## src/rtl/wb_pkg.sv

```systemverilog
// wb_pkg: shared states and constants for the writeback/syscall unit.
package wb_pkg;
    typedef enum logic [1:0] {IDLE, PRINT, HALTED} wb_state_e;
    localparam logic [31:0] SYS_PRINT_INT  = 32'd1;
    localparam logic [31:0] SYS_EXIT       = 32'd10;
    localparam logic [31:0] SYS_PRINT_CHAR = 32'd11;
    localparam logic [4:0]  REG_RA         = 5'd31;
endpackage

```

## src/rtl/wb_result_mux.sv

```systemverilog
// wb_result_mux: register-file write address/data select for the W stage.
module wb_result_mux
    import wb_pkg::*;
(
    input  logic        i_jal,
    input  logic        i_memtoreg,
    input  logic [31:0] i_read_data,
    input  logic [31:0] i_alu_out,
    input  logic [4:0]  i_write_reg,
    input  logic [31:0] i_pc_plus4,
    output logic [4:0]  o_waddr,
    output logic [31:0] o_wdata
);
    always_comb begin
        o_waddr = i_jal ? REG_RA : i_write_reg;
        o_wdata = i_jal ? i_pc_plus4 : (i_memtoreg ? i_read_data : i_alu_out);
    end
endmodule

```

## src/rtl/wb_syscall_unit.sv

```systemverilog
// wb_syscall_unit: W-stage result mux plus syscall/break console and halt FSM.
// Define WB_PRINT_CHAR_EN to enable the print-character syscall (code 11).
module wb_syscall_unit
    import wb_pkg::*;
(
    input  logic        clk,
    input  logic        rst_n,
    input  logic        RegWriteW,
    input  logic        MemtoRegW,
    input  logic [31:0] ReadDataW,
    input  logic [31:0] ALUOutW,
    input  logic [4:0]  WriteRegW,
    input  logic [31:0] PCPlus4W,
    input  logic        JalW,
    input  logic        sysW,
    input  logic        breakW,
    input  logic [31:0] regvW,
    input  logic [31:0] regaW,
    input  logic        con_ready,
    output logic        rf_we,
    output logic [4:0]  rf_waddr,
    output logic [31:0] rf_wdata,
    output logic        con_valid,
    output logic [31:0] con_data,
    output logic        con_kind,
    output logic        stall,
    output logic        halted
);
    wb_state_e   r_state, w_next;
    logic [31:0] r_con_data;
    logic        r_con_kind;
    logic        w_halt_req, w_int_req, w_char_req, w_print_req, w_load;

    wb_result_mux u_mux (
        .i_jal       (JalW),
        .i_memtoreg  (MemtoRegW),
        .i_read_data (ReadDataW),
        .i_alu_out   (ALUOutW),
        .i_write_reg (WriteRegW),
        .i_pc_plus4  (PCPlus4W),
        .o_waddr     (rf_waddr),
        .o_wdata     (rf_wdata)
    );

    // break outranks any syscall present in the same cycle
    assign w_halt_req = breakW | (sysW & regvW == SYS_EXIT);
    assign w_int_req  = ~breakW & sysW & regvW == SYS_PRINT_INT;
`ifdef WB_PRINT_CHAR_EN
    assign w_char_req = ~breakW & sysW & regvW == SYS_PRINT_CHAR;
`else
    assign w_char_req = 1'b0;
`endif
    assign w_print_req = w_int_req | w_char_req;

    always_ff @(posedge clk or negedge rst_n) begin
        if (!rst_n) r_state <= IDLE;
        else        r_state <= w_next;
    end

    always_comb begin
        w_next    = r_state;
        w_load    = 1'b0;
        con_valid = 1'b0;
        stall     = 1'b0;
        case (r_state)
            IDLE: begin
                w_next = w_halt_req ? HALTED : (w_print_req ? PRINT : IDLE);
                w_load = w_print_req & ~w_halt_req;
                stall  = w_load;
            end
            PRINT: begin
                con_valid = 1'b1;
                stall     = ~con_ready;
                w_next    = con_ready ? IDLE : PRINT;
            end
            default: stall = 1'b1;
        endcase
        // stall must read low while reset is held, even with a syscall still in W
        stall = stall & rst_n;
    end

    always_ff @(posedge clk or negedge rst_n) begin
        if (!rst_n) begin
            r_con_data <= '0;
            r_con_kind <= 1'b0;
        end else if (w_load) begin
            r_con_data <= w_char_req ? {24'b0, regaW[7:0]} : regaW;
            r_con_kind <= w_char_req;
        end
    end

    assign con_data = r_con_data;
`ifdef WB_PRINT_CHAR_EN
    assign con_kind = r_con_kind;
`else
    assign con_kind = 1'b0;
`endif
    assign halted = r_state == HALTED;
    assign rf_we  = (RegWriteW | JalW) & ~halted;
endmodule

```

## config.mk

```make
export PLATFORM = sky130hd
export DESIGN_NAME = wb_syscall_unit
export DESIGN_NICKNAME = d
export VERILOG_FILES = /design/src/rtl/wb_pkg.sv /design/src/rtl/wb_result_mux.sv /design/src/rtl/wb_syscall_unit.sv
export SDC_FILE = /design/constraint.sdc
export NUM_CORES = 1
export LEC_CHECK = 0
export ABC_AREA = 1
export BUFFER_PORTS_ARGS = -buffer_cell sky130_fd_sc_hd__buf_4
export CORE_AREA = 2 2 96 98
export DETAILED_ROUTE_END_ITERATION = 16
export DIE_AREA = 0 0 98 100
export PLACE_DENSITY_LB_ADDON = 0.3
export SLEW_MARGIN = 5
export SYNTH_ARGS = -nofsm -noshare
export SYNTH_HDL_FRONTEND = slang
export SYNTH_SLANG_ARGS = --single-unit
```

## constraint.sdc

```tcl
create_clock -name clk -period 3.1 [get_ports clk]
set_input_delay 0.155 -clock clk [delete_from_list [all_inputs] [get_ports clk]]
set_output_delay 0.155 -clock clk [all_outputs]
set_load 0.01 [all_outputs]
```

==> results of run 1 <==
==> metal layers <==
layer	wire length, microns	part of all wire, %	GRT usage, %
met5	0	0	0
met3	808	9.0	4.526
met2	4569	51	31.14
met1	3452	38	20.91
met4	164	1.8	5.128
==> sequential cells by signal, summed over array words and instances, names as in the netlist <==
register  count
con_data     32
r_state       2
==> worst max-delay path: stages <==
cell     delay (ps)
buf_4           230
inv_1           770
nand2_1         170
a21oi_1         200
buf_4           140
==> cells in the mapped netlist <==
cell / instances
o21ai_1: 17
or2_2: 5
o21ai_2: 13
nand4_1: 1
o211ai_1: 1
dfrtp_1: 34
conb_1: 1
buf_6: 5
buf_4: 1
nand3_2: 1
inv_1: 40
o21ai_0: 2
nor2_2: 1
clkbuf_1: 15
o21bai_1: 1
nand2_1: 80
buf_2: 1
a21oi_1: 64
nor3_1: 1
nand3_1: 1
nor2_1: 58
==> stage by stage <==
stage          util [%]  total power, uW  instance area (sq um)  hold WS, ps
4_1_cts           47.49             1174                   4222        97.37
5_1_grt           47.49             1229                   4222        101.8
3_3_place_gp      46.31            823.7                   4116        128.3
2_1_floorplan         -            569.4                   2256       -140.6
3_5_place_dp      46.31            827.4                   4116        135.7
6_report          47.49             1157                   4222        107.4
==> logic make-up after synthesis <==
family	synth area share (%)
buffers and inverters	12.20
and+or+nand+nor	25.79
DFF	37.72
AOI/OAI and AO/OA	24.13
other	0.1662
==> cell type report <==
| cell class | instances | area [sq um] |
|---|---|---|
| Fill cell | 912 | 4668 |
| Timing Repair Buffer | 247 | 1857 |
| Multi-Input combinational cell | 247 | 1130 |
| Sequential cell | 34 | 850.8 |
| Inverter | 40 | 150.1 |
| Tap cell | 111 | 138.9 |
| Clock buffer | 6 | 82.58 |
| Clock inverter | 2 | 12.51 |
==> power by group <==
group          total [uW]  internal, uW  switching [uW]
clock                 339           178             161
sequential            443           443               0
combinational         375           222             153
==> worst max path at each step <==
| stage | start | slack, ps | cells past startpoint | end |
|---|---|---|---|---|
| after detailed placement | MemtoRegW | 1260 | 5 | rf_wdata[9] |
| final | MemtoRegW | 1250 | 5 | rf_wdata[1] |
| after global routing | MemtoRegW | 1080 | 5 | rf_wdata[10] |
| after CTS | MemtoRegW | 1250 | 5 | rf_wdata[9] |
| after global placement | MemtoRegW | 1250 | 5 | rf_wdata[9] |
| after floorplan | regvW[15] | 1960 | 10 | con_data[0] |
==> timing repair <==
| action | in CTS | in global routing |
|---|---|---|
| endpoints found under the hold margin | 34 | 0 |
| hold buffers | 1 | 0 |
| resized for setup | 0 | 0 |
==> flow_metrics.py, run 1 <==
metrics = {
    "outcome": {
        "outcome": "completed",
    },
    "min_path": {
        "hp-class": "in -> reg",
        "hold-path-endpoint": "con_data[4]",
        "hold_start": "regaW[4]",
        "hold_depth": 3,
    },
    "placement": {
        "place.gp.congestion": 0.8586,
        "dp_hpwl_microns": 7119,
        "pre_cts_slack_ps": 1260,
        "place_inst": 678,
        "io_buffers": 245,
    },
    "global_routing": {
        "grt_max_degree": 44,
        "track_usage_pct": 17.52,
        "grt_pass1_vias": 2979,
        "antenna_found_initial": 0,
        "grt.overflow.total": 0,
        "grt_pass1_wl_microns": 14020,
    },
    "drt": {
        "vias": 3092,
        "drcViolationCount": 0,
        "routedWlPerCell_microns": 13.09,
        "dr.pass1.iters": 4,
        "drt.antenna.violating_nets": 0,
        "viasPerCell": 4.501,
        "drtIter0Drc": 95,
        "finalWirelength_microns": 8995,
    },
    "clock_network": {
        "cts.sinks": 34,
        "post-cts-setup-buffer-count": 0,
        "h-tree-depth": 2,
        "numCtsBuffers": 5,
        "cts_tree": "yes",
        "cts_buffer_depth": 2,
        "root_buffer": "clkbuf_8",
        "insertion_delay_ps": 280,
        "cts.clk_slew.worst_paths_ps": 70,
    },
    "sta": {
        "finalSetupTns_ps": 0,
        "fin_skew_ps": 3.310,
        "finalHoldViolations": 0,
        "rsz0062_at_grt": "false",
        "setup_ws_ps": 1251,
        "worst_pin_slew_ps": 1005,
        "setup_violations": 0,
        "fin_crit_ps": 1849,
        "slew_viol_final": 0,
        "period_share_pct": 59.63,
        "slew_headroom_pct": 32.96,
        "timing.fmax_mhz": 540.9,
    },
    "layout": {
        "final_common_cell": "buf_4",
        "final_cell_count_no_fill": 687,
        "drive_gt1_share_pct": 47.57,
        "area_growth_pct": 87.13,
        "antenna_cells": 0,
        "layout_common_cells": "246 x buf_4, 80 x nand2_1, 64 x a21oi_1",
        "nets": 748,
    },
    "floorplan": {
        "row_count": 35,
        "die_x_microns": 98,
        "die_y_microns": 100,
        "pin_count": 247,
        "die_area_sq_mm": 0.009800,
        "initial_core_util_pct": 25.38,
        "coreArea_sq_mm": 0.008890,
    },
    "synth": {
        "syn_area_per_cell_sq_um": 6.577,
        "synth_cell_types": 21,
        "synth_nets": 516,
        "ys_warn_count": 0,
        "syn-cell-area_sq_mm": 0.002256,
        "seq_area_frac_synth_pct": 37.71,
        "synth_top_cell_by_area": "dfrtp_1",
        "synthDominantCellAreaShare_pct": 37.71,
        "syn_inst": 343,
        "yosys_register_bits": 34,
        "synthTopCellsByArea": "dfrtp_1 38%, a21oi_1 14%, nand2_1 13%",
    },
    "critical_path": {
        "arrival_ps": 1690,
        "reg2reg_depth": 5,
        "end_kind": "output port",
        "worstReg2RegEnd": "con_data[20]",
        "worst_ep_required_time_ps": 2940,
        "worstPathMaxFanout": 33,
        "critPathKind": "in -> out",
        "ff2ff_setup_slack_ps": 1470,
        "critPathLaunchType": "input pin",
        "r2r_start": "r_state[1]",
    },
    "run": {
        "cap_violations": 0,
    },
    "pwr": {
        "p_leak_uw": 0.002341,
        "powerDensity_mw_per_mm2": 274.2,
        "irDropWorstVdd_mv": 0.2663,
    },
}
Note: power is estimated with default switching activity, not from simulation.
==> run 2: changes to the inputs <==
--- a/config.mk
+++ b/config.mk
@@ -5,11 +5,11 @@
 export SDC_FILE = /design/constraint.sdc
 export NUM_CORES = 1
 export LEC_CHECK = 0
-export ABC_AREA = 1
+export ABC_AREA = 0
 export BUFFER_PORTS_ARGS = -buffer_cell sky130_fd_sc_hd__buf_4
-export CORE_AREA = 2 2 96 98
+export CORE_AREA = 2 2 95 97
 export DETAILED_ROUTE_END_ITERATION = 16
-export DIE_AREA = 0 0 98 100
+export DIE_AREA = 0 0 97 99
 export PLACE_DENSITY_LB_ADDON = 0.3
 export SLEW_MARGIN = 5
 export SYNTH_ARGS = -nofsm -noshare
==> constraint.sdc (replaced) <==
create_clock -name clk -period 1.5 [get_ports clk]
set_input_delay 0.075 -clock clk [delete_from_list [all_inputs] [get_ports clk]]
set_output_delay 0.075 -clock clk [all_outputs]
set_load 0.01 [all_outputs]
==> run 2 against run 1 <==
Compared with the run above: critical endpoint is now con_data[26]; synthesized area decreased by 7.0%; first-iteration DRC count decreased by 58%; clock power increased by 81%; routed wire length about the same; largest power group unchanged; critical path depth increased by 1; combinational power increased by 93%; die area decreased by 2.0%; critical path type is now reg -> reg; non-clock buffer count increased by 8; clock skew about the same; register-to-register slack got worse by 1700 ps; the run now ends with negative setup slack left.
==> flow_metrics.py, run 2 <==
metrics = {
    "critical_path": {
        "critPathLaunchType": "flip-flop",
        "worstPathMaxFanout": 16,
        "worst_ep_required_time_ps": 1660,
        "arrival_ps": 1850,
        "reg2reg_depth": 6,
        "end_kind": "flip-flop",
        "critPathKind": "reg -> reg",
    },
    "layout": {
        "antenna_cells": 0,
        "drive_gt1_share_pct": 65.49,
        "nets": 628,
        "final_common_cell": "buf_4",
        "area_growth_pct": 105.4,
        "layout_common_cells": "247 x buf_4, 34 x nand2_1, 34 x dfrtp_1",
        "largest_reg_flops": 32,
        "final_util_pct": 50.37,
    },
    "synth": {
        "synth_cell_types": 23,
        "syn_area_per_cell_sq_um": 10.03,
        "ys_warn_count": 0,
        "synth_top_cell_by_area": "dfrtp_1",
        "syn_inst": 209,
        "synth_nets": 382,
        "synth_ff_type": "dfrtp_1",
        "synthTopCellsByArea": "dfrtp_1 41%, mux2_2 16%, mux2i_1 15%",
        "seq_area_frac_synth_pct": 40.57,
        "synth_edf_count": 0,
        "syn-cell-area_sq_mm": 0.002097,
        "netlist_top_cells_count": "34 x dfrtp_1, 34 x nand2_1, 32 x mux2i_1, 32 x o21ai_0, 30 x mux2_2",
        "synthDominantCellAreaShare_pct": 40.57,
        "yosys_register_bits": 34,
        "ys_async_sr_fraction_pct": 100.0,
    },
    "floorplan": {
        "initial_core_util_pct": 24.52,
        "die_area_sq_mm": 0.009603,
        "die_x_microns": 97,
        "row_count": 34,
        "die_y_microns": 99,
        "coreArea_sq_mm": 0.008551,
        "pin_count": 247,
    },
    "min_path": {
        "hold_depth": 2,
        "hp-class": "in -> reg",
    },
    "placement": {
        "place.gp.congestion": 0.9421,
        "pre_cts_slack_ps": -269.9,
        "io_buffers": 245,
        "dp_hpwl_microns": 6972,
    },
    "outcome": {
        "outcome": "finished with violations",
        "violations": "negative setup slack",
    },
    "drt": {
        "finalWirelength_microns": 8996,
        "drtIter0Drc": 40,
        "drt.antenna.violating_nets": 0,
        "drcViolationCount": 0,
        "vias": 2558,
        "dr.pass1.iters": 4,
        "routedWlPerCell_microns": 15.98,
        "viasPerCell": 4.544,
    },
    "sta": {
        "slew_headroom_pct": 61.09,
        "fin_skew_ps": 2.871,
        "fin_crit_ps": 1690,
        "timing.fmax_mhz": 591.6,
        "rsz0062_at_grt": "true",
        "slew_viol_final": 0,
        "finalSetupTns_ps": -5398,
        "setup_violations": 33,
        "period_share_pct": 112.7,
        "setup_ws_ps": -190.3,
        "worst_pin_slew_ps": 583.7,
        "finalHoldViolations": 0,
    },
    "clock_network": {
        "h-tree-depth": 2,
        "root_buffer": "clkbuf_8",
        "cts.clk_slew.worst_paths_ps": 60,
        "insertion_delay_ps": 280,
        "cts_tree": "yes",
        "cts.sinks": 34,
        "numCtsBuffers": 5,
        "cts_buffer_depth": 2,
    },
    "global_routing": {
        "grt_pass1_vias": 2575,
        "antenna_found_initial": 0,
        "grt_pass1_wl_microns": 13480,
        "grt_max_degree": 71,
        "track_usage_pct": 17.27,
        "grt.overflow.total": 0,
    },
    "pwr": {
        "p_leak_uw": 0.002345,
        "irDropWorstVdd_mv": 0.7294,
        "powerDensity_mw_per_mm2": 523.6,
    },
    "run": {
        "cap_violations": 0,
    },
}
-- run 2: cell count changes after synthesis, moves of 32 or more --
cell,delta
nand2_1,-46
mux2i_1,+32
inv_1,-40
a21oi_1,-63
nor2_1,-54
-- run 2: cell type report --
class	count	area [sq um]
clock buffers	7	76.32
well taps	108	135.1
repair buffers	255	1999
fillers	827	4244
multi-input cells	159	1245
flip-flops and latches	34	850.8
-- run 2: what timing repair did --
item | 4_1_cts | 5_1_grt
setup endpoints to repair | 33 | 34
pin swaps | 4 | 2
gates cloned | 1 | 1
setup buffers | 2 | 0
hold buffers | 1 | 0
gates resized for setup | 13 | 12
hold endpoints to repair | 34 | 0
-- run 2: final timing paths --
path | slack, ps | to | startpoint
worst min register to register | 510 | con_data[4] | con_data[4]
worst max register to register | -190 | con_data[26] | r_state[0]
min in group asynchronous | 380 | con_data[13] | rst_n
worst min-delay path | 20 | con_data[11] | regaW[11]
worst max-delay path | -190 | con_data[26] | r_state[0]
max in group asynchronous | 820 | con_data[23] | rst_n
-- run 2: power breakdown --
group | total, uW | switching [uW] | internal [uW]
Sequential | 917 | 0.0000000907 | 917
Combinational | 725 | 264 | 460
Clock | 613 | 294 | 319
-- run 2: stage by stage --
step	instance area (sq um)	hold WS (ps)	cells	power (uW)
6_report	4307	24.16	563	2255
5_1_grt	4307	17.64	563	2373
4_1_cts	4237	13.11	562	2282
3_5_place_dp	4050	131.4	551	1657
3_3_place_gp	4050	142.6	551	1647
2_1_floorplan	2103	-220.6	209	1137
-- run 2: worst max-delay path, cell delays in order (launching register included) --
cell     delay, ps
dfrtp_1        390
nor4b_2        210
nand2_1        120
nor3_4         210
buf_12         150
buf_12         150
mux2_2         340
-- run 2: logic make-up after synthesis --
kind of cell           synth area share [%]
AO/OA/AOI/OAI                         8.651
buffers and inverters                 4.296
flip-flops                            40.57
multiplexers                          32.46
other                                0.1788
AND/OR/NAND/NOR                       13.84
-- run 2: per-layer routing --
| metal | track usage [%] | wire (microns) | up-vias | part of all wire (%) |
|---|---|---|---|---|
| met5 | 0 | 0 | - | 0 |
| met4 | 7.042 | 255 | 0 | 2.8 |
| met3 | 4.965 | 765 | 15 | 8.5 |
| met2 | 28.85 | 4415 | 146 | 49 |
| met1 | 21.01 | 3558 | 1169 | 40 |
| li1 | - | - | 1228 | - |
==> run 3: changes to the inputs <==
--- a/config.mk
+++ b/config.mk
@@ -11,6 +11,8 @@
 export DETAILED_ROUTE_END_ITERATION = 16
 export DIE_AREA = 0 0 97 99
 export PLACE_DENSITY_LB_ADDON = 0.3
+export RECOVER_POWER = 50
+export SKIP_LAST_GASP = 1
 export SLEW_MARGIN = 5
 export SYNTH_ARGS = -nofsm -noshare
 export SYNTH_HDL_FRONTEND = slang
==> constraint.sdc (replaced) <==
create_clock -name clk -period 2 [get_ports clk]
set_input_delay 0.1 -clock clk [delete_from_list [all_inputs] [get_ports clk]]
set_output_delay 0.1 -clock clk [all_outputs]
set_load 0.01 [all_outputs]
==> run 3 against run 2 <==
Compared with the run above: the run now ends clean; power shrank 25%; cell count fell by 0.53%; sequential power decreased by 25%; clock power shrank 23%; worst setup slack gained 340 ps; combinational power fell by 26%; sequential share of layout area rose by 1.4 points.
==> flow_metrics.py, run 3 (same netlist as run 2, synthesis figures left out) <==
metrics = {
    "global_routing": {
        "grt.overflow.total": 0,
        "track_usage_pct": 16.52,
        "grt_pass1_wl_microns": 12900,
        "antenna_found_initial": 0,
        "grt_max_degree": 71,
        "grt_pass1_vias": 2541,
    },
    "sta": {
        "rsz0062_at_grt": "false",
        "timing.fmax_mhz": 541.0,
        "fin_skew_ps": 4.339,
        "fin_crit_ps": 1848,
        "finalHoldViolations": 0,
        "slew_viol_final": 0,
        "period_share_pct": 92.42,
        "slew_headroom_pct": 26.51,
        "setup_ws_ps": 151.5,
        "setup_violations": 0,
        "worst_pin_slew_ps": 1102,
        "finalSetupTns_ps": 0,
    },
    "layout": {
        "drive_gt1_share_pct": 57.30,
        "area_growth_pct": 91.89,
        "nets": 625,
        "layout_common_cells": "210 x buf_4, 36 x clkbuf_1, 34 x nand2_1, 34 x dfrtp_1",
        "antenna_cells": 0,
        "largest_reg_flops": 32,
        "final_common_cell": "buf_4",
    },
    "clock_network": {
        "cts_buffer_depth": 2,
        "h-tree-depth": 2,
        "cts.sinks": 34,
        "cts.clk_slew.worst_paths_ps": 70,
        "cts_tree": "yes",
        "root_buffer": "clkbuf_8",
        "numCtsBuffers": 5,
        "insertion_delay_ps": 280,
    },
    "floorplan": {
        "die_y_microns": 99,
        "die_x_microns": 97,
        "initial_core_util_pct": 24.52,
        "row_count": 34,
        "pin_count": 247,
        "die_area_sq_mm": 0.009603,
        "coreArea_sq_mm": 0.008551,
    },
    "critical_path": {
        "worstPathMaxFanout": 17,
        "end_kind": "flip-flop",
        "critPathLaunchType": "flip-flop",
        "r2r_start": "r_state[0]",
        "critPathKind": "reg -> reg",
        "worst_ep_required_time_ps": 2160,
        "worstSetupStartpoint": "r_state[0]",
        "arrival_ps": 2010,
    },
    "drt": {
        "wl_met2_microns": 4284,
        "vias": 2527,
        "dr.pass1.iters": 4,
        "wl_met1_microns": 3090,
        "viasPerCell": 4.513,
        "routedWlPerCell_microns": 15.05,
        "finalWirelength_microns": 8426,
        "top_layer_used": "met4",
        "drcViolationCount": 0,
        "drtIter0Drc": 28,
        "wl_met3_microns": 811,
        "drt.antenna.violating_nets": 0,
    },
    "run": {
        "cap_violations": 0,
    },
    "placement": {
        "place.gp.congestion": 0.8911,
        "io_buffers": 245,
        "pre_cts_slack_ps": 250.3,
        "dp_hpwl_microns": 6726,
    },
    "outcome": {
        "outcome": "completed",
    },
    "min_path": {
        "hold_start": "regaW[2]",
        "hp-class": "in -> reg",
    },
    "pwr": {
        "irDropWorstVdd_mv": 0.4910,
        "powerDensity_mw_per_mm2": 421.2,
        "p_leak_uw": 0.002153,
    },
}
==> run 3: cell types whose count changed in the layout (fill, tap and decap cells not counted), moves of 2 or more <==
| cell | delta |
|---|---|
| mux2_4 | -22 |
| clkbuf_2 | +2 |
| mux2_2 | +20 |
| mux2_1 | +2 |
| buf_4 | -37 |
| clkinv_2 | +2 |
| buf_6 | -2 |
| clkbuf_1 | +34 |
==> run 3: final cells by class <==
type / instances / area [sq um]
clock buffer: 5 / 68.82
tap: 108 / 135.1
clock inverter: 2 / 10.01
timing repair buffer: 252 / 1797
sequential: 34 / 850.8
fill: 852 / 4527
multi-input combinational: 159 / 1162
==> run 3: path summary, 6_finish.rpt <==
| kind | endpoint | slack (ps) | cells after the start |
|---|---|---|---|
| max | con_data[29] | 150 | 6 |
| min | con_data[2] | 40 | 2 |
| max reg2reg | con_data[29] | 150 | 6 |
| min reg2reg | con_data[1] | 490 | 1 |
| max in group asynchronous | con_data[14] | 840 | 3 |
| min in group asynchronous | con_data[1] | 640 | 3 |
==> run 3: layer usage <==
metal	track usage [%]	vias up
li1	-	1222
met3	5.816	13
met1	18.68	1148
met5	0	-
met4	6.392	0
met2	28.69	144
==> run 3: power by group <==
part / switching (uW) / internal [uW]
registers: 0.0000000623 / 687
clock network: 239 / 233
logic: 198 / 337
total: 437 / 1260
==> run 3: timing repair <==
| action | in CTS | in global routing |
|---|---|---|
| endpoints found under the hold margin | 34 | 0 |
| setup buffers | 0 | 2 |
| gates resized for setup | 0 | 1 |
| hold buffers | 1 | 0 |
| setup endpoints to repair | 0 | 1 |
==> run 3: worst max-delay path, cell delays in order (launching register included) <==
cell,delay [ps]
dfrtp_1,420
nor4b_2,280
nand2_1,120
nor3_4,230
buf_4,160
clkbuf_16,180
mux2_2,340
==> run 3: through the flow <==
stage               power, uW  util, %  area, sq um  std cells  hold slack (ps)
floorplan               852.6        -         2097        209           -195.6
global placement         1235    46.97         4016        549            190.8
detailed placement       1242    46.97         4016        549            191.9
CTS                      1731    48.01         4105        557            22.62
global route             1791    47.06         4024        560            37.63
finish                   1695    47.06         4024        560            35.15
